File: src/rtl/mips_pkg.sv
// mips_pkg: shared types and defaults for the multicycle MIPS memory interface
package mips_pkg;
    typedef enum logic [1:0] {IDLE, REQ, DONE} memif_state_t;
    localparam int TIMEOUT_DEF = 255;
endpackage

File: src/rtl/mips_timeout_cnt.sv
// mips_timeout_cnt: saturating wait-cycle counter that flags the last allowed REQ cycle
module mips_timeout_cnt import mips_pkg::*; #(
    parameter int TIMEOUT = TIMEOUT_DEF
) (
    input  logic clk,
    input  logic reset,
    input  logic clr,
    input  logic en,
    output logic expired
);
    localparam int CW = $clog2(TIMEOUT + 1);
    logic [CW-1:0] cnt_q, cnt_d;
    always_comb begin
        cnt_d = clr ? '0 : (en && cnt_q != CW'(TIMEOUT)) ? cnt_q + 1'b1 : cnt_q;
    end
    always_ff @(posedge clk) begin
        cnt_q <= reset ? '0 : cnt_d;
    end
    assign expired = cnt_q == CW'(TIMEOUT - 1);
endmodule

File: src/rtl/mips_mem_if.sv
// mips_mem_if: bridges the multicycle control FSM's memread/memwrite to a req/ack external bus
module mips_mem_if import mips_pkg::*; #(
    parameter int AW      = 32,
    parameter int DW      = 32,
    parameter int TIMEOUT = TIMEOUT_DEF
) (
    input  logic          clk,
    input  logic          reset,
    input  logic          memread,
    input  logic          memwrite,
    input  logic [AW-1:0] addr,
    input  logic [DW-1:0] wdata,
    output logic [DW-1:0] rdata,
    output logic          stall,
    output logic          err,
    output logic          bus_req,
    output logic          bus_we,
    output logic [AW-1:0] bus_addr,
    output logic [DW-1:0] bus_wdata,
    input  logic          bus_ack,
    input  logic [DW-1:0] bus_rdata
);
    memif_state_t  state_q, state_d;
    logic [DW-1:0] rdata_q, rdata_d;
    logic [AW-1:0] bus_addr_q, bus_addr_d;
    logic [DW-1:0] bus_wdata_q, bus_wdata_d;
    logic          bus_we_q, bus_we_d;
    logic          err_q, err_d;
    logic          clr, expired;
    logic          start;

    assign start = memread | memwrite;

    mips_timeout_cnt #(.TIMEOUT(TIMEOUT)) u_cnt (
        .clk     (clk),
        .reset   (reset),
        .clr     (clr),
        .en      (state_q == REQ && !bus_ack),
        .expired (expired)
    );

    // err_q is only ever set on the transition into DONE, so it doubles as the err pulse
    always_comb begin
        state_d     = state_q;
        rdata_d     = rdata_q;
        bus_addr_d  = bus_addr_q;
        bus_wdata_d = bus_wdata_q;
        bus_we_d    = bus_we_q;
        err_d       = 1'b0;
        clr         = 1'b0;
        case (state_q)
            IDLE: if (start) begin
                bus_addr_d  = addr;
                bus_wdata_d = wdata;
                bus_we_d    = memwrite;
                if (addr[1:0] != 2'b00) begin
                    state_d = DONE;
                    err_d   = 1'b1;
                end else begin
                    state_d = REQ;
                    clr     = 1'b1;
                end
            end
            REQ: if (bus_ack) begin
                state_d = DONE;
                rdata_d = bus_we_q ? rdata_q : bus_rdata;
            end else if (expired) begin
                state_d = DONE;
                err_d   = 1'b1;
            end
            DONE:    state_d = IDLE;
            default: state_d = IDLE;
        endcase
    end

    always_ff @(posedge clk) begin
        if (reset) begin
            state_q     <= IDLE;
            rdata_q     <= '0;
            bus_addr_q  <= '0;
            bus_wdata_q <= '0;
            bus_we_q    <= 1'b0;
            err_q       <= 1'b0;
        end else begin
            state_q     <= state_d;
            rdata_q     <= rdata_d;
            bus_addr_q  <= bus_addr_d;
            bus_wdata_q <= bus_wdata_d;
            bus_we_q    <= bus_we_d;
            err_q       <= err_d;
        end
    end

    assign rdata     = rdata_q;
    assign err       = err_q;
    assign bus_req   = state_q == REQ;
    assign bus_we    = bus_we_q;
    assign bus_addr  = bus_addr_q;
    assign bus_wdata = bus_wdata_q;
    assign stall     = (state_q == REQ) | (state_q == IDLE & start);
endmodule

File: config.mk
export PLATFORM = sky130hd
export DESIGN_NAME = mips_mem_if
export DESIGN_NICKNAME = d
export VERILOG_FILES = /design/src/rtl/mips_pkg.sv /design/src/rtl/mips_timeout_cnt.sv /design/src/rtl/mips_mem_if.sv
export SDC_FILE = /design/constraint.sdc
export NUM_CORES = 1
export LEC_CHECK = 0
export BUFFER_PORTS_ARGS = -buffer_cell sky130_fd_sc_hd__buf_2
export CORE_UTILIZATION = 45
export CTS_BUF_LIST = sky130_fd_sc_hd__clkbuf_4 sky130_fd_sc_hd__clkbuf_8
export DETAILED_ROUTE_END_ITERATION = 12
export PLACE_DENSITY = 0.78
export SYNTH_ARGS = -nofsm -noshare
export SYNTH_HDL_FRONTEND = slang
export SYNTH_SLANG_ARGS = --single-unit
File: constraint.sdc
create_clock -name clk -period 1.9 [get_ports clk]
set_input_delay 0.19 -clock clk [delete_from_list [all_inputs] [get_ports clk]]
set_output_delay 0.19 -clock clk [all_outputs]
set_load 0.01 [all_outputs]
==> impl_metrics.json, run 1 <==
{
  "r2r-end": "bus_wdata[26]",
  "cp-endpoint": "stall",
  "die_height_um": 99.3,
  "final_util_pct": 59.3,
  "start_util_pct": 46.3,
  "dr.pass1.iters": 4,
  "status": "completed",
  "holdWs_ns": 0.0601,
  "syn_area_sq_um": 4260,
  "required_ns": 1.71,
  "setup_viol_count_final": 0,
  "slowest_stage": "dfxtp_1",
  "path_depth": 3,
  "crit_family": "flip-flops",
  "ff2ff_path_depth": 4,
  "io_pins": 201,
  "async_reset_ff_share_pct": 0,
  "dr.first_iter.drc_count": 186,
  "wl_met2_um": 5840,
  "cts-root-buf": "clkbuf_8",
  "synthTopCellsByArea": "dfxtp_1 (51%), a21oi_1 (12%), o21ai_0 (7.8%), nand3_1 (7.6%), nand2_1 (5.9%)",
  "ir_drop_v": 0.000462,
  "clock_latency_ns": 0.36,
  "overflow": 0,
  "crit_type": "reg2out",
  "clock_skew_ns": 0.00955,
  "cp.arrival_ns": 1.56,
  "clock-sinks": 108,
  "fin_crit_ns": 1.75,
  "post-route-period-util_pct": 92.3,
  "cts_hold_buf": 0,
  "m1WireLength_um": 4950,
  "portBuffers": 200,
  "ant_nets": 0,
  "critPathBufInv": 1,
  "ff2ff_setup_slack_ns": 0.25,
  "dp_hpwl_um": 8230,
  "dieArea_sq_um": 9860,
  "clockBufferDepth": 2,
  "route.detailed.drc": 0,
  "finalHoldViolCount": 0,
  "syn_avg_cell_area_sq_um": 8.27,
  "top_layer_used": "met4",
  "wl_um": 11800,
  "synth.distinct_cells": 44,
  "startpoint_type": "flip-flop",
  "synth_nets": 618,
  "syn_inst": 515,
  "die_x_um": 99.3,
  "cts.htree.levels": 3,
  "wl_met3_um": 813,
  "yosys.area.top_type_share_pct": 50.7,
  "antennaDiodeCount": 0,
  "grt_pass1_wl_um": 19200,
  "crit_start": "state_q[1]",
  "syn2layout_area_growth_pct": 27.9,
  "drive_above_1_share_pct": 34.5,
  "ys_ff_latch": 108,
  "grt_max_degree": 51,
  "p_per_area_nw_per_um2": 825,
  "drv_cap": 0,
  "r2r-start": "state_q[1]",
  "grt_pass1_vias": 4130,
  "post_cts_buffers": 0,
  "tightestPinTransition_ns": 0.572,
  "end_kind": "primary output",
  "setup_tns_ns": 0,
  "place_congestion": 0.905,
  "clkTransAtPathRegs_ns": 0.10,
  "p_leak_uw": 0.00243,
  "nets": 788,
  "antenna_found_initial": 0,
  "grt_usage_pct": 23.8,
  "core_area_sq_um": 9200,
  "via_per_inst": 5.45,
  "max_stage_delay_ns": 0.44,
  "max_slew_margin_pct": 61.9,
  "rsz0062_at_grt": "no",
  "timing.final.max_slew_violations": 0,
  "synth-warning-count": 0,
  "dr_total_vias": 4359,
  "synth_seq_area_share_pct": 50.7,
  "ys.flop_type": "dfxtp_1",
  "cts_made_buffers": 9,
  "cp_max_fo": 10,
  "synth_edf_count": 0,
  "path_cells": "or2_2, o21ai_1, buf_2",
  "wire_per_inst_um": 14.7,
  "yosys.area.top_type": "dfxtp_1",
  "cts_tree": "done",
  "hp-class": "in2reg",
  "num_rows": 35,
  "fmax_mhz": 570
}
-- worst min-delay path by stage --
stage | startpoint | end | slack, ns | cells after the start
finish | bus_rdata[13] | rdata[13] | 0.06 | 3
global route | bus_rdata[19] | rdata[19] | 0.04 | 3
CTS | bus_rdata[13] | rdata[13] | 0.04 | 3
detailed placement | bus_rdata[13] | rdata[13] | 0.44 | 3
global placement | bus_rdata[19] | rdata[19] | 0.43 | 3
floorplan | bus_rdata[0] | rdata[0] | 0.33 | 2
-- worst min-delay path, stage by stage --
cell and delay [ns]:
buf_2 0.09, nand2_1 0.04, a21oi_1 0.05
-- cell type report --
type	instances	area [sq um]
fill	859	3750
sequential	108	2160
multi-input combinational	350	1850
timing repair buffer	211	1100
clock buffer	11	151
tap	111	139
clock inverter	4	33.8
inverter	5	18.8
-- sequential cells by signal, indices dropped and copies added, names as in the netlist --
| signal | cells |
|---|---|
| state_q | 2 |
| u_cnt.cnt_q | 8 |
| err | 1 |
| bus_addr | 32 |
| rdata | 32 |
| bus_wdata | 32 |
| bus_we | 1 |
-- metrics by stage --
stage | area, sq um | cells | power [uW] | worst slack (ns)
after floorplan | 4260 | 515 | 2930 | 0.436
after global placement | 5270 | 785 | 3220 | 0.370
after detailed placement | 5270 | 785 | 3240 | 0.283
after CTS | 5450 | 800 | 4540 | 0.0420
after global routing | 5450 | 800 | 4720 | 0.0519
final | 5450 | 800 | 4490 | 0.147
-- cell usage after synthesis, drive strengths merged (2+ instances only) --
library cell and count:
nand4b 2, and4 2, ha 2, and3 2, a2111oi 2, nand2 67, and2 2, a31oi 4
inv 5, o311ai 2, clkbuf 31, nand4 2, nand3 66, buf 21, or2 3, o21ai 67
and4bb 2, nor2 4, dfxtp 108, a21oi 98, nor4 3, a211oi 3, nor3 4, o31ai 2
-- layout by cell type, fill, tap and decap left out, types with 2 or more instances in the layout --
cell type  Yosys  layout
buf_2         16     199
dfxtp_1      108     108
a21oi_1       98      98
nand2_1       67      67
nand3_1       65      65
o21ai_0       66      65
clkbuf_8       0      11
buf_4          0      11
inv_1          5       5
a31oi_1        4       4
nor3_1         4       4
or2_2          2       3
nor4_1         3       3
a211oi_1       3       3
nor2_4         0       2
o21ai_1        1       2
and4bb_2       2       2
and3_1         2       2
and4_1         2       2
and2_1         2       2
nor2_1         3       2
nand4_1        2       2
o311ai_1       2       2
nand4b_1       2       2
ha_1           2       2
clkinv_4       0       2
-- logic make-up after synthesis --
| family | share of synthesized area [%] |
|---|---|
| and+or+nand+nor | 19.3 |
| DFF | 50.7 |
| AOI/OAI and AO/OA | 23.0 |
| muxes | 0.235 |
| adders and majority gates | 0.587 |
| buffers and inverters | 6.22 |
-- routing by layer --
metal	GRT usage [%]	vias up
met5	0	-
met2	39.7	163
met3	5.76	20
met1	30.1	2037
met4	8.14	0
li1	-	2139
-- repair_timing --
item                       CTS  global route
resized for setup            0             1
hold endpoints to repair     0             0
setup endpoints to repair    0             1
-- where the power goes --
group / switching [uW] / internal [uW]
Sequential: 69.4 / 2390
Clock: 756 / 552
Combinational: 428 / 297
Total: 1250 / 3240
Note: power is estimated with default switching activity, not from simulation.
==> inputs of run 2 (changes only) <==
--- a/config.mk
+++ b/config.mk
@@ -6,7 +6,7 @@
 export NUM_CORES = 1
 export LEC_CHECK = 0
 export BUFFER_PORTS_ARGS = -buffer_cell sky130_fd_sc_hd__buf_2
-export CORE_UTILIZATION = 45
+export CORE_UTILIZATION = 43
 export CTS_BUF_LIST = sky130_fd_sc_hd__clkbuf_4 sky130_fd_sc_hd__clkbuf_8
 export DETAILED_ROUTE_END_ITERATION = 12
 export PLACE_DENSITY = 0.78
==> constraint.sdc (replaced) <==
create_clock -name clk -period 1.5 [get_ports clk]
set_input_delay 0.15 -clock clk [delete_from_list [all_inputs] [get_ports clk]]
set_output_delay 0.15 -clock clk [all_outputs]
set_load 0.005 [all_outputs]
==> run 2 against run 1 <==
  * Core utilization grew 0.19 points
  * Count of clock-buffer cells in the layout is 1 lower
  * Register-to-register slack got worse by 0.15 ns
  * Cell count increased by 3.5%
  * Critical path depth unchanged
  * Non-clock buffer count rose by 9
  * Largest power group unchanged
==> impl_metrics.json, run 2 (synthesized netlist as in run 1, its figures left out) <==
{
  "cts_made_buffers": 9,
  "rsz0062_at_grt": "no",
  "dr.pass1.iters": 7,
  "fmax_mhz": 689,
  "grt_pass1_vias": 4140,
  "cp.arrival_ns": 1.30,
  "drive_above_1_share_pct": 36.2,
  "design_area_sq_um": 5600,
  "dp_hpwl_um": 8510,
  "p_sw_uw": 1560,
  "die_height_um": 102,
  "path_cells": "or2_4, o21ai_2, buf_2",
  "pwr-share-comb_pct": 16.3,
  "wl_um": 12300,
  "route.detailed.drc": 0,
  "holdWs_ns": 0.0193,
  "cts.htree.levels": 3,
  "status": "completed",
  "grt_pass1_wl_um": 19100,
  "die_x_um": 102,
  "place_congestion": 0.891,
  "drv_cap": 0,
  "num_rows": 35,
  "end_kind": "primary output",
  "antenna_found_initial": 0,
  "layout_commonest_cell": "buf_2",
  "clock-sinks": 108,
  "slowest_stage": "dfxtp_4",
  "cts_hold_buf": 0,
  "setup_viol_count_final": 0,
  "dr_total_vias": 4473,
  "stdcell_count": 828,
  "grt_max_degree": 67,
  "seqPwrFrac_pct": 55.4,
  "p_per_area_nw_per_um2": 1000,
  "final_cell_mix": "buf_2 (199), dfxtp_1 (105), a21oi_1 (98), nand2_1 (67)",
  "fin_crit_ns": 1.45,
  "io_pins": 201,
  "timing.final.max_slew_violations": 0,
  "crit_type": "reg2out",
  "hp-class": "in2reg",
  "place_area_sq_um": 5390,
  "post-route-period-util_pct": 96.7,
  "clockBufferDepth": 2,
  "portBuffers": 200,
  "cts-root-buf": "clkbuf_8",
  "startpoint_type": "flip-flop",
  "tightestPinTransition_ns": 0.390,
  "ir_drop_v": 0.000629,
  "dieArea_sq_um": 10300,
  "swShare_pct": 27.7,
  "internal-power_uw": 4060,
  "grt_usage_pct": 23.1,
  "wire_per_inst_um": 14.9,
  "required_ns": 1.35,
  "setup_tns_ns": 0,
  "via_per_inst": 5.40,
  "max_stage_delay_ns": 0.39,
  "clock_skew_ns": 0.00823,
  "ant_nets": 0,
  "p_leak_uw": 0.00250,
  "power_uw": 5620,
  "overflow": 0,
  "syn2layout_area_growth_pct": 31.4,
  "place_inst": 810,
  "dr.first_iter.drc_count": 243,
  "max_slew_margin_pct": 74.0,
  "clockPowerShare_pct": 28.3,
  "clkTransAtPathRegs_ns": 0.10,
  "clock_latency_ns": 0.36,
  "cp_max_fo": 8,
  "antennaDiodeCount": 0,
  "core_area_sq_um": 9420,
  "finalHoldViolCount": 0,
  "nets": 797,
  "start_util_pct": 45.3,
  "cts_tree": "done"
}
==> run 2: final cells by class <==
type | count | area (sq um)
Inverter | 5 | 18.8
Multi-Input combinational cell | 350 | 1860
Clock buffer | 10 | 131
Fill cell | 880 | 3820
Clock inverter | 6 | 40.0
Sequential cell | 108 | 2170
Tap cell | 129 | 161
Timing Repair Buffer | 220 | 1220
==> run 2: final timing paths <==
kind / from / end / slack [ns] / cells after the start
max: state_q[1] / stall / 0.05 / 3
min: bus_rdata[16] / rdata[16] / 0.02 / 3
max reg2reg: u_cnt.cnt_q[0] / u_cnt.cnt_q[4] / 0.10 / 4
min reg2reg: rdata[16] / rdata[16] / 0.46 / 2
==> run 2: per-stage QoR <==
step | setup WS, ns | utilization (%)
after detailed placement | 0.0316 | 57.2
after floorplan | 0.159 | -
after global placement | 0.0854 | 57.2
final | 0.0494 | 59.5
after CTS | 0.0312 | 59.2
after global routing | 0.000692 | 59.5
==> run 2: power by group through the flow <==
stage	Combinational [uW]	Sequential, uW	Clock (uW)
6_report	916	3110	1590
5_1_grt	1010	3130	1730
4_1_cts	906	3110	1640
3_5_place_dp	899	3180	0
3_3_place_gp	872	3170	0
2_1_floorplan	461	3180	0
==> run 2: critical path: cells and delay by family (launching register included) <==
| family | cells | cell delay, ns |
|---|---|---|
| buffers and inverters | 1 | 0.13 |
| DFF | 1 | 0.39 |
| and+or+nand+nor | 1 | 0.29 |
| AOI/OAI and AO/OA | 1 | 0.13 |
==> run 2: per-layer routing <==
layer	vias up	wire (um)	track usage, %
met5	-	0	0
met4	0	245	9.48
met3	26	1010	6.14
met2	180	6110	40.1
met1	2102	4960	27.0
li1	2165	-	-
==> run 2: what timing repair did <==
action                                  CTS  global route
endpoints found under the setup margin    3             2
pin swaps                                 0             1
setup buffers                             0             2
gates resized for setup                   6             4
==> inputs of run 3 (changes only) <==
--- a/config.mk
+++ b/config.mk
@@ -6,10 +6,10 @@
 export NUM_CORES = 1
 export LEC_CHECK = 0
 export BUFFER_PORTS_ARGS = -buffer_cell sky130_fd_sc_hd__buf_2
-export CORE_UTILIZATION = 43
-export CTS_BUF_LIST = sky130_fd_sc_hd__clkbuf_4 sky130_fd_sc_hd__clkbuf_8
+export CORE_UTILIZATION = 42
+export CTS_BUF_LIST = sky130_fd_sc_hd__clkbuf_4 sky130_fd_sc_hd__clkbuf_8 sky130_fd_sc_hd__clkbuf_16
 export DETAILED_ROUTE_END_ITERATION = 12
-export PLACE_DENSITY = 0.78
+export PLACE_DENSITY = 0.76
 export SYNTH_ARGS = -nofsm -noshare
 export SYNTH_HDL_FRONTEND = slang
 export SYNTH_SLANG_ARGS = --single-unit
==> run 3 against run 2 <==
  * Combinational power increased by 0.9%
  * Via count rose by 0.56%
  * Cell count rose by 1.9%
  * Critical path depth stayed put
  * Fmax grew 1.6%
  * Wire length shrank 0.32%
  * Global-route usage down 0.67 points
  * Critical endpoint unchanged
  * Largest power group unchanged
==> impl_metrics.json, run 3 (synthesized netlist as in run 1, its figures left out) <==
{
  "start_util_pct": 43.4,
  "clock_latency_ns": 0.37,
  "dr.pass1.iters": 4,
  "required_ns": 1.35,
  "post-route-period-util_pct": 95.1,
  "tightestPinTransition_ns": 0.459,
  "cts.htree.levels": 3,
  "nets": 809,
  "cp.arrival_ns": 1.28,
  "max_slew_margin_pct": 69.4,
  "clock_skew_ns": 0.0110,
  "design_area_sq_um": 5700,
  "die_x_um": 103,
  "dp_hpwl_um": 8280,
  "cp_max_fo": 7,
  "via_per_inst": 5.33,
  "setup_viol_count_final": 0,
  "clockPowerShare_pct": 28.7,
  "io_pins": 201,
  "grt_pass1_wl_um": 18700,
  "pwr-share-comb_pct": 16.3,
  "p_leak_uw": 0.00253,
  "timing.final.max_slew_violations": 0,
  "ff2ff_setup_slack_ns": 0.09,
  "p_sw_uw": 1600,
  "final_cell_mix": "buf_2 (199), dfxtp_1 (105), a21oi_1 (98), nand2_1 (67)",
  "num_rows": 36,
  "dieArea_sq_um": 10600,
  "antenna_found_initial": 0,
  "place_congestion": 0.937,
  "internal-power_uw": 4060,
  "die_height_um": 103,
  "holdWs_ns": 0.0155,
  "dr_total_vias": 4498,
  "portBuffers": 200,
  "fin_crit_ns": 1.43,
  "drv_cap": 0,
  "dr.first_iter.drc_count": 191,
  "startpoint_type": "flip-flop",
  "cts_made_buffers": 9,
  "ant_nets": 0,
  "clockBufferDepth": 2,
  "end_kind": "primary output",
  "antennaDiodeCount": 0,
  "ir_drop_v": 0.000468,
  "grt_pass1_vias": 4135,
  "pre_cts_ws_ns": 0.0675,
  "crit_type": "reg2out",
  "overflow": 0,
  "route.detailed.drc": 0,
  "syn2layout_area_growth_pct": 33.7,
  "cts_tree": "done",
  "finalHoldViolCount": 0,
  "final-seq-area_sq_um": 2170,
  "wl_um": 12300,
  "drive_above_1_share_pct": 35.0,
  "place_area_sq_um": 5360,
  "status": "completed",
  "grt_max_degree": 67,
  "nFillCells": 933,
  "multi_input_area_sq_um": 1850,
  "core_area_sq_um": 9820,
  "postLayoutSetupSlackWorst_ns": 0.0729,
  "cts-root-buf": "clkbuf_8",
  "clkTransAtPathRegs_ns": 0.11,
  "grt_usage_pct": 22.4,
  "layout_commonest_cell": "buf_2",
  "p_per_area_nw_per_um2": 992,
  "seqPwrFrac_pct": 55.0,
  "swShare_pct": 28.2,
  "wire_per_inst_um": 14.5,
  "fmax_mhz": 701,
  "clock-sinks": 108,
  "hp-class": "in2reg"
}
==> run 3: final timing paths <==
check	from	cells after the start	end
setup / recovery	state_q[0]	3	stall
hold / removal	bus_rdata[26]	3	rdata[26]
setup reg to reg	u_cnt.cnt_q[1]	4	u_cnt.cnt_q[3]
hold reg to reg	rdata[25]	2	rdata[25]
==> run 3: worst max-delay path, cell delays in order (launching register included) <==
cell and delay (ns):
dfxtp_2 0.36, or2_4 0.29, o21ai_1 0.13, buf_2 0.14
==> run 3: what timing repair did <==
| item | 4_1_cts | 5_1_grt |
|---|---|---|
| endpoints found under the hold margin | 12 | 2 |
| endpoints found under the setup margin | 1 | 11 |
| setup buffers | 0 | 1 |
| pin swaps | 0 | 1 |
| hold buffers | 12 | 2 |
| gates resized for setup | 2 | 5 |
==> run 3: power by group through the flow <==
stage / clock network [uW] / registers [uW] / logic, uW
6_report: 1620 / 3110 / 924
5_1_grt: 1790 / 3130 / 1020
4_1_cts: 1670 / 3110 / 922
3_5_place_dp: 0 / 3170 / 893
3_3_place_gp: 0 / 3160 / 866
2_1_floorplan: 0 / 3180 / 461
==> run 3: through the flow <==
step                      util (%)  cells  setup TNS, ns  power [uW]
final                         58.0    844              0        5650
after global routing          58.0    844       -0.00108        5940
after CTS                     57.6    841              0        5700
after detailed placement      54.6    813              0        4060
after global placement        54.6    813              0        4030
after floorplan                  -    515              0        3640
==> run 3: layout make-up <==
type                       instances  area share [%]
clock buffer                       9            2.17
timing repair buffer             232            23.2
sequential                       108            38.0
clock inverter                     7           0.901
inverter                           5           0.329
tap                              133            2.92
multi-input combinational        350            32.5
==> run 3: layer usage <==
metal	routed length [um]	vias to the layer above	track usage [%]
li1	-	2188	-
met1	5110	2109	26.2
met4	243	0	8.99
met3	975	22	6.58
met5	0	-	0
met2	5950	179	38.7
